<file path="src/rtl/tiro_nave.sv">
// ---------------------------------------------------------------------------
// tiro_nave
// Player-ship projectile controller. A fire-button press launches one shot
// from the ship's muzzle. The shot then climbs VEL pixels on every movement
// tick until it either hits an enemy or reaches the top of the screen. While
// no shot is in flight the position outputs are parked at (0,0). Every hit
// adds one to a score that saturates at 255.
//
// Ports:
//   CLOCK_50       in   1   system clock
//   reset          in   1   asynchronous reset, active-low
//   reiniciarJogo  in   1   synchronous game restart, active-high (same as reset)
//   pausa          in   1   freezes movement, the tick divider and fire acceptance
//   disparo        in   1   raw fire button, asynchronous to CLOCK_50
//   x_nave         in  10   ship left-edge x
//   y_nave         in  10   ship top-edge y
//   acerto         in   1   enemy-hit pulse, one or more cycles long
//   x_bola_nave    out 10   shot x (0 when idle)
//   y_bola_nave    out 10   shot y (0 when idle)
//   ativo          out  1   shot in flight
//   pontos         out  8   saturating hit count
// ---------------------------------------------------------------------------
module tiro_nave #(
  parameter int DIV_MAX  = 80000,
  parameter int VEL      = 4,
  parameter int OFFSET_X = 16,
  parameter int Y_TOPO   = 8,
  parameter int COOLDOWN = 10
) (
  input  logic       CLOCK_50,
  input  logic       reset,
  input  logic       reiniciarJogo,
  input  logic       pausa,
  input  logic       disparo,
  input  logic [9:0] x_nave,
  input  logic [9:0] y_nave,
  input  logic       acerto,
  output logic [9:0] x_bola_nave,
  output logic [9:0] y_bola_nave,
  output logic       ativo,
  output logic [7:0] pontos
);

  localparam int DIV_W = (DIV_MAX > 1) ? $clog2(DIV_MAX) : 1;
  localparam int CD_W  = (COOLDOWN > 0) ? $clog2(COOLDOWN + 1) : 1;

  localparam logic [DIV_W-1:0] DIV_LAST   = DIV_W'(DIV_MAX - 1);
  localparam logic [9:0]       Y_LIMITE   = 10'(Y_TOPO + VEL);
  localparam logic [9:0]       VEL_V      = 10'(VEL);
  localparam logic [10:0]      OFFSET_V   = 11'(OFFSET_X);
  localparam logic [10:0]      X_MAX      = 11'd639;
  localparam logic [CD_W-1:0]  COOLDOWN_V = CD_W'(COOLDOWN);

  typedef enum logic [1:0] {
    IDLE,
    VOO,
    ACERTO
  } estado_t;

  estado_t          estado_q, estado_d;
  logic [DIV_W-1:0] div_cnt;
  logic             tick;
  logic             sync1, sync2, sync_prev;
  logic             fire_edge;
  logic [9:0]       x_q, x_d;
  logic [9:0]       y_q, y_d;
  logic             ativo_q, ativo_d;
  logic [CD_W-1:0]  cd_q, cd_d;
  logic [7:0]       pontos_q, pontos_d;
  logic [10:0]      x_soma;
  logic [9:0]       x_lanc;

  // Movement tick divider. The count holds while paused, and the tick is also
  // gated by pausa so a pause landing on the last count cannot stretch the
  // tick pulse into several cycles.
  always_ff @(posedge CLOCK_50 or negedge reset) begin
    if (!reset) begin
      div_cnt <= '0;
    end else if (reiniciarJogo) begin
      div_cnt <= '0;
    end else if (!pausa) begin
      div_cnt <= (div_cnt == DIV_LAST) ? '0 : div_cnt + DIV_W'(1);
    end
  end

  assign tick = !pausa && (div_cnt == DIV_LAST);

  // Two-flop synchronizer on the fire button, followed by a history flop that
  // turns the synchronized level into a one-cycle rising-edge pulse.
  always_ff @(posedge CLOCK_50 or negedge reset) begin
    if (!reset) begin
      sync1     <= 1'b0;
      sync2     <= 1'b0;
      sync_prev <= 1'b0;
    end else if (reiniciarJogo) begin
      sync1     <= 1'b0;
      sync2     <= 1'b0;
      sync_prev <= 1'b0;
    end else begin
      sync1     <= disparo;
      sync2     <= sync1;
      sync_prev <= sync2;
    end
  end

  assign fire_edge = sync2 && !sync_prev;

  // Muzzle position is computed in 11 bits so a ship near the right edge
  // clamps to the last visible column instead of wrapping to the left.
  assign x_soma = {1'b0, x_nave} + OFFSET_V;
  assign x_lanc = (x_soma > X_MAX) ? X_MAX[9:0] : x_soma[9:0];

  // State and datapath registers. The restart input overrides everything
  // else, including a fire edge or hit arriving in the same cycle.
  always_ff @(posedge CLOCK_50 or negedge reset) begin
    if (!reset) begin
      estado_q <= IDLE;
      x_q      <= '0;
      y_q      <= '0;
      ativo_q  <= 1'b0;
      cd_q     <= '0;
      pontos_q <= '0;
    end else if (reiniciarJogo) begin
      estado_q <= IDLE;
      x_q      <= '0;
      y_q      <= '0;
      ativo_q  <= 1'b0;
      cd_q     <= '0;
      pontos_q <= '0;
    end else begin
      estado_q <= estado_d;
      x_q      <= x_d;
      y_q      <= y_d;
      ativo_q  <= ativo_d;
      cd_q     <= cd_d;
      pontos_q <= pontos_d;
    end
  end

  // Next-state logic. A hit is checked before the movement tick, so a hit and
  // a top-of-screen retirement in the same cycle count as a hit. The miss
  // compare runs before the subtraction, so y never wraps below zero. The
  // ACERTO state holds the outputs for one extra cycle; the score update and
  // the fall of ativo then happen together on the way back to IDLE.
  always_comb begin
    estado_d = estado_q;
    x_d      = x_q;
    y_d      = y_q;
    ativo_d  = ativo_q;
    cd_d     = cd_q;
    pontos_d = pontos_q;
    case (estado_q)
      IDLE: begin
        if (fire_edge && (cd_q == '0) && !pausa) begin
          x_d      = x_lanc;
          y_d      = y_nave;
          ativo_d  = 1'b1;
          estado_d = VOO;
        end else if (tick && (cd_q != '0)) begin
          cd_d = cd_q - CD_W'(1);
        end
      end
      VOO: begin
        if (acerto) begin
          estado_d = ACERTO;
        end else if (tick) begin
          if (y_q < Y_LIMITE) begin
            x_d      = '0;
            y_d      = '0;
            ativo_d  = 1'b0;
            cd_d     = COOLDOWN_V;
            estado_d = IDLE;
          end else begin
            y_d = y_q - VEL_V;
          end
        end
      end
      ACERTO: begin
        x_d      = '0;
        y_d      = '0;
        ativo_d  = 1'b0;
        cd_d     = COOLDOWN_V;
        pontos_d = (pontos_q == 8'd255) ? pontos_q : pontos_q + 8'd1;
        estado_d = IDLE;
      end
      default: begin
        estado_d = IDLE;
      end
    endcase
  end

  assign x_bola_nave = x_q;
  assign y_bola_nave = y_q;
  assign ativo       = ativo_q;
  assign pontos      = pontos_q;

endmodule

</file>
<file path="config.mk">
export PLATFORM = sky130hd
export DESIGN_NAME = tiro_nave
export DESIGN_NICKNAME = d
export VERILOG_FILES = /design/src/rtl/tiro_nave.sv
export SDC_FILE = /design/constraint.sdc
export NUM_CORES = 1
export LEC_CHECK = 0
export BUFFER_PORTS_ARGS = -buffer_cell sky130_fd_sc_hd__buf_2
export CORE_ASPECT_RATIO = 1.1
export CORE_MARGIN = 4
export CORE_UTILIZATION = 30
export CTS_CLUSTER_DIAMETER = 150
export DETAILED_ROUTE_END_ITERATION = 8
export PLACE_DENSITY = 0.45
export SLEW_MARGIN = 20
export SYNTH_ARGS = -nofsm -noshare
export SYNTH_HDL_FRONTEND = slang
export SYNTH_SLANG_ARGS = --single-unit
</file>
<file path="constraint.sdc">
create_clock -name CLOCK_50 -period 3.7 [get_ports CLOCK_50]
set_input_delay 0.185 -clock CLOCK_50 [delete_from_list [all_inputs] [get_ports CLOCK_50]]
set_output_delay 0.185 -clock CLOCK_50 [all_outputs]
set_load 0.01 [all_outputs]
</file>
## Word level (Yosys, flattened, before mapping)

Index checks and enable logic that the tools add are counted.

- Add/subtract/negate cells: 5
- Order comparisons: 2
- Reductions and logical operators: 17
- Equality and inequality tests: 14
- Multiplexer cells: 41

Operator list:

| kind | number |
|---|---|
| two-way mux 10 bit | 11 |
| case mux 10 bit (3 select lines) | 2 |
| two-way mux 17 bit | 3 |
| two-way mux 4 bit | 6 |
| two-way mux 8 bit | 3 |
| inequality test 3 bit, second input constant | 6 |
| adder 17 x 1 -> 17 bit, second input constant | 1 |
| == test 17 bit, second input constant | 1 |
| case mux 4 bit (3 select lines) | 1 |
| adder 10 x 5 -> 11 bit, second input constant | 1 |
| greater-than comparator 11 x 10 -> 1 bit, second input constant | 1 |
| less-than comparator 10 x 4 -> 1 bit, second input constant | 1 |
| two-way mux 2 bit | 5 |
| subtractor 10 x 3 -> 10 bit, second input constant | 1 |
| adder 8 x 1 -> 8 bit, second input constant | 1 |
| == test 8 bit, second input constant | 1 |
| two-way mux 1 bit | 8 |
| inequality test 4 bit, second input constant | 2 |
| nonzero test 4 bit | 2 |
| AND reduction 6 bit | 1 |
| logical AND 1 bit | 5 |
| AND reduction 5 bit | 1 |
| zero test 4 bit | 1 |
| inequality test 2 bit, second input constant | 2 |
| 11 further kinds | 12 |

- Input port bits: 26
- Output and inout bits: 29
- Word-level logic and storage cells: 89
- Flip-flop bits (word level): 55

## Longest topological paths before layout

Gate-level depths: netlist of run 1.

- Word-level depth: 7
- Depth in mapped cells: 9
- Mapped depth without buffers: 7

## Worst setup path after synthesis of run 1

Ideal clock, no wire load.

- Path kind: reg2reg
- Start: reg y_q[2], in the netlist y_bola_nave[2]
- End: reg y_q[2], in the netlist y_bola_nave[2]
- Data required time: 3.562 ns
- Buffers on the path: 1
- Arrival time: 2.041 ns
- Path slack: 1.521 ns
- Library setup time: 0.138 ns
- Cell stages (with the launch flop): 8
- Clock period less this slack: 2.179 ns
- Cells stage by stage: dfrtp_1 > ha_1 > or4_1 > o211ai_1 > clkbuf_1 > nor2_1 > a2111oi_0 > a21oi_1

- Word-level cells in the longest chain between the ends: 6
- Elaborated cells between the ends (all ways): 7
- Classes of those cells: 1 x add/sub; 1 x order compare; 5 x mux

RTL lines:

| item | RTL line | source |
|---|---|---|
| start: declaration | 66 | `logic [9:0] y_q, y_d;` |
| start signal: assignment | 133 | `y_q <= y_d;` |
| subtractor 10 x 3 -> 10 bit / less-than comparator 10 x 4 -> 1 bit (equally long branches) | 174, 167 |  |
| two-way mux 10 bit * | 167 | `if (y_q < Y_LIMITE) begin` |
| two-way mux 10 bit * | 166 | `end else if (tick) begin` |
| two-way mux 10 bit * | 164 | `if (acerto) begin` |
| case mux 10 bit (3 select lines) * | 152 | `case (estado_q)` |
| two-way mux 10 bit * | 123 | `end else if (reiniciarJogo) begin` |

Every way passes the cells marked *; elsewhere a longest branch is shown, timed or not. The select of a mux whose other input is x is not followed.
A chain may end at the register's enable or synchronous reset.

## Worst setup path after layout of run 1

- Start: reg div_cnt[7]
- End: reg x_q[8], in the netlist x_bola_nave[8]

- Word-level cells in the longest chain between the ends: 4

RTL lines:

| item | RTL line | source |
|---|---|---|
| start: declaration | 61 | `logic [DIV_W-1:0] div_cnt;` |
| start signal: assignment | 82 | `div_cnt <= (div_cnt == DIV_LAST) ? '0 : div_cnt + DIV_W'(1);` |
| == test 17 bit | 86 | `assign tick = !pausa && (div_cnt == DIV_LAST);` |
| logical AND 1 bit | 86 |  |
| inequality test 3 bit (no source line) | -- |  |
| AND reduction 5 bit (no source line) | -- |  |
| end signal: assignment | 118 | `x_q <= '0;` |
| end signal: assignment | 125 | `x_q <= '0;` |
| end signal: assignment | 132 | `x_q <= x_d;` |
| end: declaration | 65 | `logic [9:0] x_q, x_d;` |

Every way passes these cells.

==> summary.txt, run 1 <==
==================================================================================
Instance area at placement .......................................... 0.00361 mm^2
Antenna violations before repair ....................................            0
Final routed DRC violation total ....................................            0
TritonCTS buffer count ..............................................            5
Power density over cell area ........................................  576 mW/mm^2
Number of global-route vias before repair ...........................         2632
Synthesized area per cell ...........................................    9.19 um^2
Dominant register cell in the synthesized netlist ...................      dfrtp_1
Synthesis warning total .............................................            0
Max-slew violations .................................................            0
1st-pass router iterations ..........................................            4
Total routing resource utilization after global routing .............        13.1%
Count of instances resized after the clock tree is built ............            0
Max IR drop VDD .....................................................   0.000245 V
Wire length of the first global-routing pass ........................     13100 um
Outcome ............................................................. finished, final reports clean
Internal power consumption ..........................................      1.35 mW
Setup Viol. Count Final .............................................            0
Net switching fraction of the power .................................        38.0%
Async set-or-reset flop fraction in the synthesized netlist .........         100%
Start point of the worst hold path ..................................      disparo
Worst Clk Skew ......................................................   0.00530 ns
Final critical path time including I/O delays and setup .............      2.66 ns
# nets final ........................................................          439
Clock sink total ....................................................           55
Insertion delay to the later sink of the worst-skew pair ............      0.29 ns
Reg-to-reg slack, setup .............................................      1.04 ns
R2R cell count ......................................................            5
Unrepaired setup endpoints after global routing .....................        false
Global placer's final weighted congestion ...........................        0.798
Flop and latch count out of synthesis ...............................           55
Core area ...........................................................  0.0104 mm^2
Kind of end point of the critical path ..............................     register
Part of the Yosys area used for sequential elements .................        42.9%
Most common cell after layout, fill and taps aside ..................      dfrtp_1
Max Freq ............................................................      375 MHz
I/O Pins ............................................................           55
Worst Hold Class .................................................... primary input to register
Reg2reg start .......................................................   div_cnt[7]
Capture endpoint of the worst hold path .............................        sync1
Detailed route wirelength on metal3 .................................       300 um
Slew Limit Headroom .................................................        45.5%
Mapped Nets .........................................................          387
Post-synthesis instance area ........................................ 0.00321 mm^2
Count of cell types in the netlist ..................................           50
DR iter-0 viols .....................................................           97
Quantity of hold-fixing buffers added after cts .....................            1
Switching component of the power ....................................     0.827 mW
Startpoint-to-endpoint class of the critical path ................... register to register
Met2 WL .............................................................      3640 um
Rows ................................................................           39
Area of the die .....................................................  0.0124 mm^2
Wire length after detailed routing ..................................      7680 um
Transition time at the pin with the least slew margin ...............     0.814 ns
Final Hold Fails ....................................................            0
Remaining number of nets flagged by the antenna check after routing .            0
Number of port buffers ..............................................           54
Largest net degree at the start of global routing ...................           32
Maximum level of the CTS H-tree .....................................            2
Via density per instance ............................................         4.91
Crit Path Max Fanout ................................................           13
Kind of launch point of the worst setup path ........................     register
Required time worst endpoint ........................................      3.88 ns
Root buffer cell ....................................................    clkbuf_16
Reg clk slew, reported paths ........................................      0.07 ns
Reg-to-Reg End ...................................................... x_bola_nave[8]
Maximum clock path buffer count .....................................            2
Clk pwr share .......................................................        22.8%
Starting Density ....................................................        30.7%
Overflow left after global routing ..................................            0
Gate Count Post-Synth ...............................................          349
Number of enable-type register cells in the synthesized netlist .....            0
Die span in x .......................................................       107 um
Worst endpoint data arrival time ....................................      2.84 ns
Reg power frac ......................................................        37.5%
Clock tree from TritonCTS ...........................................         done
Final HPWL from detailed placement ..................................      5660 um
Max cap viols .......................................................            0
Die outline height ..................................................       116 um
Wire per inst .......................................................      14.1 um
Count of buffers added by post-CTS timing repair for setup ..........            0
Fraction of final layout cells sized beyond drive strength 1 ........        18.7%
Routed length on met1 ...............................................      3610 um
Leakage dissipation .................................................      1.76 nW
Antenna cells .......................................................            0
Setup TNS ...........................................................         0 ns
Logic gate share of total power .....................................        39.7%
Uppermost layer routed ..............................................         met4
Fill cells ..........................................................         1119
Final Cell Area ..................................................... 0.00378 mm^2
Most frequent cells in the layout ................................... dfrtp_1, buf_2, nor2_1
Vias ................................................................         2677
Worst slack on hold paths ...........................................     0.107 ns
Crit share post-route ...............................................        72.0%
Cell count of the worst hold path ...................................            2
Layout overhead on the synthesized area .............................        17.8%
==================================================================================
-- worst max-delay path: stages (launching register included) --
cell and delay (ns):
dfrtp_1 0.38, nand4b_1 0.20, or4b_1 0.72, o31ai_4 0.28, and3_1 0.57, mux2_2 0.40
-- cells in the mapped netlist, drive strengths merged (3+ instances only) --
master | n | area (um^2)
dfrtp | 55 | 1380
nor2 | 43 | 161
inv | 27 | 101
a21oi | 19 | 95.1
nand2 | 17 | 63.8
nand3 | 14 | 70.1
o21ai | 14 | 70.1
xor2 | 13 | 114
ha | 12 | 150
nor3 | 11 | 55.1
o31ai | 11 | 96.3
nand4 | 9 | 56.3
and3 | 7 | 43.8
clkbuf | 7 | 26.3
mux2 | 7 | 78.8
buf | 6 | 41.3
mux2i | 6 | 60.1
nor2b | 6 | 37.5
o22ai | 6 | 37.5
nor4 | 5 | 31.3
or3 | 5 | 31.3
xnor2 | 5 | 43.8
a31oi | 3 | 18.8
and4 | 3 | 26.3
nand2b | 3 | 18.8
o2111ai | 3 | 26.3
-- power by group through the flow --
stage | combinational, mW | clock, mW | sequential [mW]
final | 0.865 | 0.497 | 0.816
after global routing | 0.982 | 0.540 | 0.838
after CTS | 0.880 | 0.522 | 0.818
after detailed placement | 0.877 | 0 | 0.830
after global placement | 0.876 | 0 | 0.827
after floorplan | 0.583 | 0 | 0.853
-- through the flow --
stage | worst slack, ns | utilization [%] | std cells | power, mW
after detailed placement | 1.02 | 34.6 | 536 | 1.71
after global routing | 0.852 | 36.2 | 545 | 2.36
after global placement | 1.11 | 34.6 | 536 | 1.70
after CTS | 1.01 | 36.2 | 545 | 2.22
final | 1.04 | 36.2 | 545 | 2.18
after floorplan | 1.52 | - | 349 | 1.44
-- logic make-up after synthesis --
kind of cell / synth area share [%]
adder cells (fa/ha/maj): 4.68
flip-flops: 42.9
AO/OA/AOI/OAI: 16.4
XOR/XNOR: 4.91
buffers and inverters: 5.27
multiplexers: 4.33
AND/OR/NAND/NOR: 21.5
-- worst max-delay path by stage --
| stage | cells past startpoint | from | slack (ns) | endpoint |
|---|---|---|---|---|
| after floorplan | 7 | y_bola_nave[2] | 1.52 | y_bola_nave[2] |
| after global placement | 5 | div_cnt[7] | 1.11 | x_bola_nave[8] |
| after detailed placement | 5 | div_cnt[7] | 1.02 | x_bola_nave[8] |
| after CTS | 5 | div_cnt[7] | 1.01 | x_bola_nave[8] |
| after global routing | 5 | div_cnt[7] | 0.85 | x_bola_nave[8] |
| final | 5 | div_cnt[7] | 1.04 | x_bola_nave[8] |
-- sequential cells by signal, summed over array words and instances (netlist names), 2 cells and up --
signal	flops
estado_q	2
y_bola_nave	10
pontos	8
x_bola_nave	10
cd_q	4
div_cnt	17
-- layout make-up --
type                    instances  area, um^2  share of cell area [%]
repair buffers                 58         303                    8.01
inverters                      27         101                    2.68
multi-input cells             254        1660                    44.0
clock buffers                   8         156                    4.14
well taps                     143         179                    4.74
flip-flops and latches         55        1380                    36.4
-- routing by layer --
layer / vias up / track usage, %
li1: 1358 / -
met1: 1259 / 16.6
met2: 50 / 22.3
met3: 10 / 2.60
met4: 0 / 4.86
met5: - / 0
Note: power is estimated with default switching activity, not from simulation.
==> run 2, diff against run 1 <==
--- a/config.mk
+++ b/config.mk
@@ -11,7 +11,7 @@
 export CORE_UTILIZATION = 30
 export CTS_CLUSTER_DIAMETER = 150
 export DETAILED_ROUTE_END_ITERATION = 8
-export PLACE_DENSITY = 0.45
+export PLACE_DENSITY = 0.47
 export SLEW_MARGIN = 20
 export SYNTH_ARGS = -nofsm -noshare
 export SYNTH_HDL_FRONTEND = slang
==> constraint.sdc (replaced) <==
create_clock -name CLOCK_50 -period 2.3 [get_ports CLOCK_50]
set_input_delay 0.115 -clock CLOCK_50 [delete_from_list [all_inputs] [get_ports CLOCK_50]]
set_output_delay 0.115 -clock CLOCK_50 [all_outputs]
set_load 0.01 [all_outputs]
==> run 2 against run 1 <==
  * Via count increased by 2.5%
  * Combinational power increased by 82%
  * Critical path depth increased by 2
  * Non-clock buffer count increased by 21
  * Flip-flop and latch count unchanged
  * Utilization increased by 2.0 points
  * Sequential power increased by 61%
  * Routed wire length increased by 1.3%
  * Register-to-register slack got worse by 0.97 ns
  * Largest cell class unchanged
  * Largest power group unchanged
==> summary.txt, run 2 (synthesis gave the netlist of run 1 again) <==
==================================================================================
Final routed DRC violation total ....................................            0   unchanged
Unrepaired setup endpoints after global routing .....................         true
Post-route core utilization .........................................        38.2%   +2.0 points
Max Freq ............................................................      448 MHz   +19%
Worst Hold Class .................................................... primary input to register
Antenna cells .......................................................            0   unchanged
Leakage dissipation .................................................      1.87 nW   +6.6%
Antenna violations before repair ....................................            0   unchanged
Reg clk slew, reported paths ........................................      0.07 ns   about the same
Wire length after detailed routing ..................................      7780 um   +1.3%
Outcome ............................................................. finished, final reports clean
Largest register FFs ................................................           17   unchanged
Required time worst endpoint ........................................      2.50 ns   -1.38 ns
Reg2reg start .......................................................  estado_q[1]
Maximum level of the CTS H-tree .....................................            2   unchanged
Slew Limit Headroom .................................................        53.4%   +7.9 points
Start point of the worst hold path ..................................      disparo
Wire per inst .......................................................      13.7 um   -2.5%
Number of global-route vias before repair ...........................         2787   +5.9%
Crit share post-route ...............................................        97.0%   +25 points
Kind of end point of the critical path ..............................     register
Worst Clk Skew ......................................................   0.00511 ns   -0.000183 ns
Insertion delay to the later sink of the worst-skew pair ............      0.30 ns   about the same
Most frequent cells in the layout ................................... dfrtp_1, buf_2, nor2_1
Largest Register ....................................................      div_cnt
Final HPWL from detailed placement ..................................      5830 um   +3.1%
Layout overhead on the synthesized area .............................        24.4%
Vias ................................................................         2745   +2.5%
Worst-case setup slack after placement ..............................   -0.0236 ns   -1.04 ns
TritonCTS buffer count ..............................................            5   unchanged
Global placer's final weighted congestion ...........................        0.818   +2.6%
DR iter-0 viols .....................................................           82   -15%
PnR worst setup slack ...............................................    0.0696 ns   -0.967 ns
Core area ...........................................................  0.0104 mm^2   unchanged
Area of the die .....................................................  0.0124 mm^2   unchanged
Power density over cell area ........................................  945 mW/mm^2   +64%
Max cap viols .......................................................            0   unchanged
Wire length of the first global-routing pass ........................     13400 um   +2.0%
Largest net degree at the start of global routing ...................           56   +75%
Total routing resource utilization after global routing .............        13.3%   +0.20 points
Clock tree from TritonCTS ...........................................         done
Worst endpoint data arrival time ....................................      2.43 ns   -0.41 ns
Final Hold Fails ....................................................            0   unchanged
Via density per instance ............................................         4.85   -1.3%
Placed insts ........................................................          555   +3.5%
Setup Viol. Count Final .............................................            0   unchanged
Timing startpoint of the critical path ..............................  estado_q[1]
Rows ................................................................           39   unchanged
Most common cell after layout, fill and taps aside ..................      dfrtp_1
Worst slack on hold paths ...........................................    0.0335 ns   -0.0734 ns
Die span in x .......................................................       107 um   unchanged
I/O Pins ............................................................           55   unchanged
Number of port buffers ..............................................           54   unchanged
Startpoint-to-endpoint class of the critical path ................... register to register
Die outline height ..................................................       116 um   unchanged
# nets final ........................................................          460   +4.8%
Final critical path time including I/O delays and setup .............      2.23 ns   -0.433 ns
Starting Density ....................................................        30.7%   unchanged
Transition time at the pin with the least slew margin ...............     0.699 ns   -0.115 ns
Max-slew violations .................................................            0   unchanged
Max IR drop VDD .....................................................   0.000523 V   +110%
Post-Layout Cell Count ..............................................          566   +3.9%
Crit Path Max Fanout ................................................            6   -7
Root buffer cell ....................................................    clkbuf_16
Clock sink total ....................................................           55   unchanged
Remaining number of nets flagged by the antenna check after routing .            0   unchanged
Fraction of final layout cells sized beyond drive strength 1 ........        25.1%   +6.4 points
1st-pass router iterations ..........................................            4   unchanged
Kind of launch point of the worst setup path ........................     register
Maximum clock path buffer count .....................................            2   unchanged
Overflow left after global routing ..................................            0   unchanged
==================================================================================
run 2: cell count changes in the layout (fill, tap and decap cells not counted), sizes merged:
cell,change
clkinv,+1
clkbuf,-2
bufinv,+1
buf,+21
run 2: area by class of cell:
| cell class | count | area [um^2] |
|---|---|---|
| clock buffers | 6 | 139 |
| fillers | 1101 | 6450 |
| clock inverters | 2 | 35.0 |
| inverters | 27 | 101 |
| multi-input cells | 254 | 1700 |
| flip-flops and latches | 55 | 1380 |
| repair buffers | 79 | 460 |
| well taps | 143 | 179 |
run 2: per-stage QoR:
step	total power [mW]	instance area, um^2	setup TNS [ns]
after floorplan	2.31	3210	0
after global placement	2.85	3750	0
after detailed placement	2.87	3750	-0.0236
after CTS	3.78	3940	0
after global routing	4.07	3990	-0.0388
final	3.77	3990	0
run 2: power by group:
| part | total (mW) | switching [mW] | internal [mW] |
|---|---|---|---|
| sequential | 1.31 | 0.161 | 1.15 |
| combinational | 1.57 | 0.873 | 0.699 |
| clock | 0.886 | 0.344 | 0.542 |
run 2: timing repair:
action,4_1_cts,5_1_grt
resized for setup,1,10
setup buffers,0,2
endpoints found under the hold margin,55,0
endpoints found under the setup margin,4,23
pin swaps,0,1
hold buffers,1,0
run 2: worst max-delay path, stage by stage, from the launching register on:
cell and delay (ns):
dfrtp_1 0.37, inv_1 0.09, ha_2 0.22, or2_2 0.32, a22o_1 0.24, a211oi_2 0.26
mux2_2 0.38, nor4_2 0.25
run 2: layer usage:
metal	vias up	track usage (%)	wire (um)
li1	1396	-	-
met1	1307	17.3	3620
met2	35	22.2	3790
met3	7	2.93	258
met4	0	4.43	114
met5	-	0	0
run 2: final timing paths:
kind	endpoint	slack, ns	depth (start not counted)
worst min-delay path	sync1	0.03	2
worst max-delay path	cd_q[3]	0.07	7
max in group asynchronous	div_cnt[7]	1.35	3
worst min register to register	sync2	0.47	1
min in group asynchronous	x_bola_nave[5]	0.49	3
worst max register to register	cd_q[3]	0.07	7
==> run 3, diff against run 2 <==
--- a/config.mk
+++ b/config.mk
@@ -6,7 +6,7 @@
 export NUM_CORES = 1
 export LEC_CHECK = 0
 export BUFFER_PORTS_ARGS = -buffer_cell sky130_fd_sc_hd__buf_2
-export CORE_ASPECT_RATIO = 1.1
+export CORE_ASPECT_RATIO = 0.9
 export CORE_MARGIN = 4
 export CORE_UTILIZATION = 30
 export CTS_CLUSTER_DIAMETER = 150
==> run 3 against run 2 <==
  * Clock power rose by 2%
  * Critical path depth did not move
  * Hold slack improved by 0.0059 ns
  * Maximum frequency rose by 0.36%
  * Final area rose by 0.82%
  * Register-to-register slack barely moved
  * Cell count fell by 1.8%
  * Sequential share of layout area fell by 0.28 points
  * Total power rose by 2.1%
  * Die area barely moved
  * Clock-buffer cell count fell by 1
  * Non-clock buffer count rose by 4
==> summary.txt, run 3 (synthesis gave the netlist of run 1 again) <==
==================================================================================
Outcome ............................................................. finished, final reports clean
Worst slack on hold paths ...........................................    0.0394 ns   +0.00588 ns
Crit share post-route ...............................................        96.6%   -0.35 points
Power density over cell area ........................................  957 mW/mm^2   +1.3%
Most frequent cells in the layout ................................... dfrtp_1, buf_2, nor2_1
R2R cell count ......................................................            7   unchanged
Fill cells ..........................................................         1059   -3.8%
Wire per inst .......................................................      14.5 um   +5.7%
Fraction of final layout cells sized beyond drive strength 1 ........        25.3%   +0.23 points
Worst Hold Class .................................................... primary input to register
Wire length after detailed routing ..................................      8080 um   +3.9%
Layout overhead on the synthesized area .............................        25.4%
Max Freq ............................................................      450 MHz   +0.36%
Register area ....................................................... 0.00138 mm^2   unchanged
Total routing resource utilization after global routing .............        13.7%   +0.33 points
Reg clk slew, reported paths ........................................      0.08 ns   about the same
Maximum level of the CTS H-tree .....................................            2   unchanged
Final routed DRC violation total ....................................            0   unchanged
Slew Limit Headroom .................................................        61.2%   +7.8 points
Required time worst endpoint ........................................      2.51 ns   about the same
Overflow left after global routing ..................................            0   unchanged
Wire length of the first global-routing pass ........................     13700 um   +1.9%
Final critical path time including I/O delays and setup .............      2.22 ns   -0.00800 ns
Reg-to-Reg End ......................................................      cd_q[3]
Leakage dissipation .................................................      1.90 nW   +1.6%
Die outline height ..................................................       106 um   -8.9%
Clock sink total ....................................................           55   unchanged
Setup TNS ...........................................................         0 ns   unchanged
Remaining number of nets flagged by the antenna check after routing .            0   unchanged
Most common cell after layout, fill and taps aside ..................      dfrtp_1
TritonCTS buffer count ..............................................            5   unchanged
Kind of end point of the critical path ..............................     register
Clock tree from TritonCTS ...........................................         done
Area of the die .....................................................  0.0124 mm^2   about the same
Setup Viol. Count Final .............................................            0   unchanged
Largest net degree at the start of global routing ...................           32   -43%
DR iter-0 viols .....................................................          129   +57%
Global placer's final weighted congestion ...........................        0.785   -4.1%
Antenna violations before repair ....................................            0   unchanged
Crit Path Max Fanout ................................................            6   unchanged
Reg-to-reg slack, setup .............................................      0.08 ns   about the same
Worst Clk Skew ......................................................    0.0107 ns   +0.00557 ns
1st-pass router iterations ..........................................            4   unchanged
Overall power .......................................................      3.85 mW   +2.1%
Die span in x .......................................................       117 um   +9.8%
Startpoint-to-endpoint class of the critical path ................... register to register
Max IR drop VDD .....................................................   0.000381 V   -27%
Maximum clock path buffer count .....................................            2   unchanged
Antenna cells .......................................................            0   unchanged
Final Hold Fails ....................................................            0   unchanged
Rows ................................................................           35   -10%
Largest register FFs ................................................           17   unchanged
Number of global-route vias before repair ...........................         2760   -0.97%
Core area ...........................................................  0.0103 mm^2   -1.0%
Max cap viols .......................................................            0   unchanged
Post-route core utilization .........................................        38.9%   +0.71 points
Reg2reg start .......................................................  estado_q[0]
Multi-input logic area .............................................. 0.00171 mm^2   +0.52%
Last element of the critical path ...................................      cd_q[3]
Vias ................................................................         2827   +3.0%
Max-slew violations .................................................            0   unchanged
Kind of launch point of the worst setup path ........................     register
Root buffer cell ....................................................    clkbuf_16
Starting Density ....................................................        31.0%   +0.32 points
Worst endpoint data arrival time ....................................      2.43 ns   about the same
Transition time at the pin with the least slew margin ...............     0.582 ns   -0.118 ns
Via density per instance ............................................         5.08   +4.8%
Final HPWL from detailed placement ..................................      5990 um   +2.7%
Insertion delay to the later sink of the worst-skew pair ............      0.30 ns   about the same
Largest Register ....................................................      div_cnt
Instance area at placement .......................................... 0.00377 mm^2   +0.47%
Number of port buffers ..............................................           54   unchanged
Timing startpoint of the critical path ..............................  estado_q[0]
Final Cell Area ..................................................... 0.00402 mm^2   +0.82%
# nets final ........................................................          464   +0.87%
I/O Pins ............................................................           55   unchanged
==================================================================================
## run 3: final cells by class
class                   instances  area share [%]
clock buffers                   5            3.11
clock inverters                 3            1.18
inverters                      27            2.52
multi-input cells             254            42.5
flip-flops and latches         55            34.2
well taps                     129            4.01
repair buffers                 83            12.5
## run 3: how the worst min path moves through the flow
stage               startpoint              to  slack (ns)  cells past startpoint
CTS                    disparo           sync1        0.03                      2
global route         y_nave[1]  y_bola_nave[1]        0.06                      3
detailed placement       reset  y_bola_nave[2]        0.16                      1
finish                 disparo           sync1        0.04                      2
global placement         reset  y_bola_nave[2]        0.16                      1
floorplan                reset           ativo       -0.18                      0
## run 3: layer usage
metal | wire length [um] | global-route usage (%) | vias up
met2 | 3660 | 20.6 | 48
met5 | 0 | 0 | -
met3 | 246 | 2.28 | 7
met4 | 85 | 3.19 | 0
li1 | - | - | 1406
met1 | 4090 | 20.3 | 1366
## run 3: per-stage QoR
| stage | instances | setup slack [ns] |
|---|---|---|
| floorplan | 349 | 0.121 |
| global placement | 544 | 0.0455 |
| detailed placement | 544 | 0.0172 |
| CTS | 553 | 0.0880 |
| global route | 556 | -0.00636 |
| finish | 556 | 0.0776 |
## run 3: where the power goes
group	switching, mW	internal (mW)
Combinational	0.917	0.726
Clock	0.383	0.521
Sequential	0.151	1.15
Total	1.45	2.40
## run 3: worst max-delay path, stage by stage (launching register included)
cell and delay (ns):
dfrtp_1 0.38, buf_4 0.14, ha_4 0.17, or2_2 0.33, a22o_1 0.27, a211oi_4 0.27, mux2_4 0.34, nor4_2 0.24
## run 3: repair_timing
| item | CTS | global route |
|---|---|---|
| gates cloned | 0 | 0 |
| setup endpoints to repair | 5 | 20 |
| endpoints found under the hold margin | 24 | 0 |
| setup buffers | 0 | 3 |
| hold buffers | 1 | 0 |
| resized for setup | 1 | 11 |
| pin swaps | 0 | 1 |
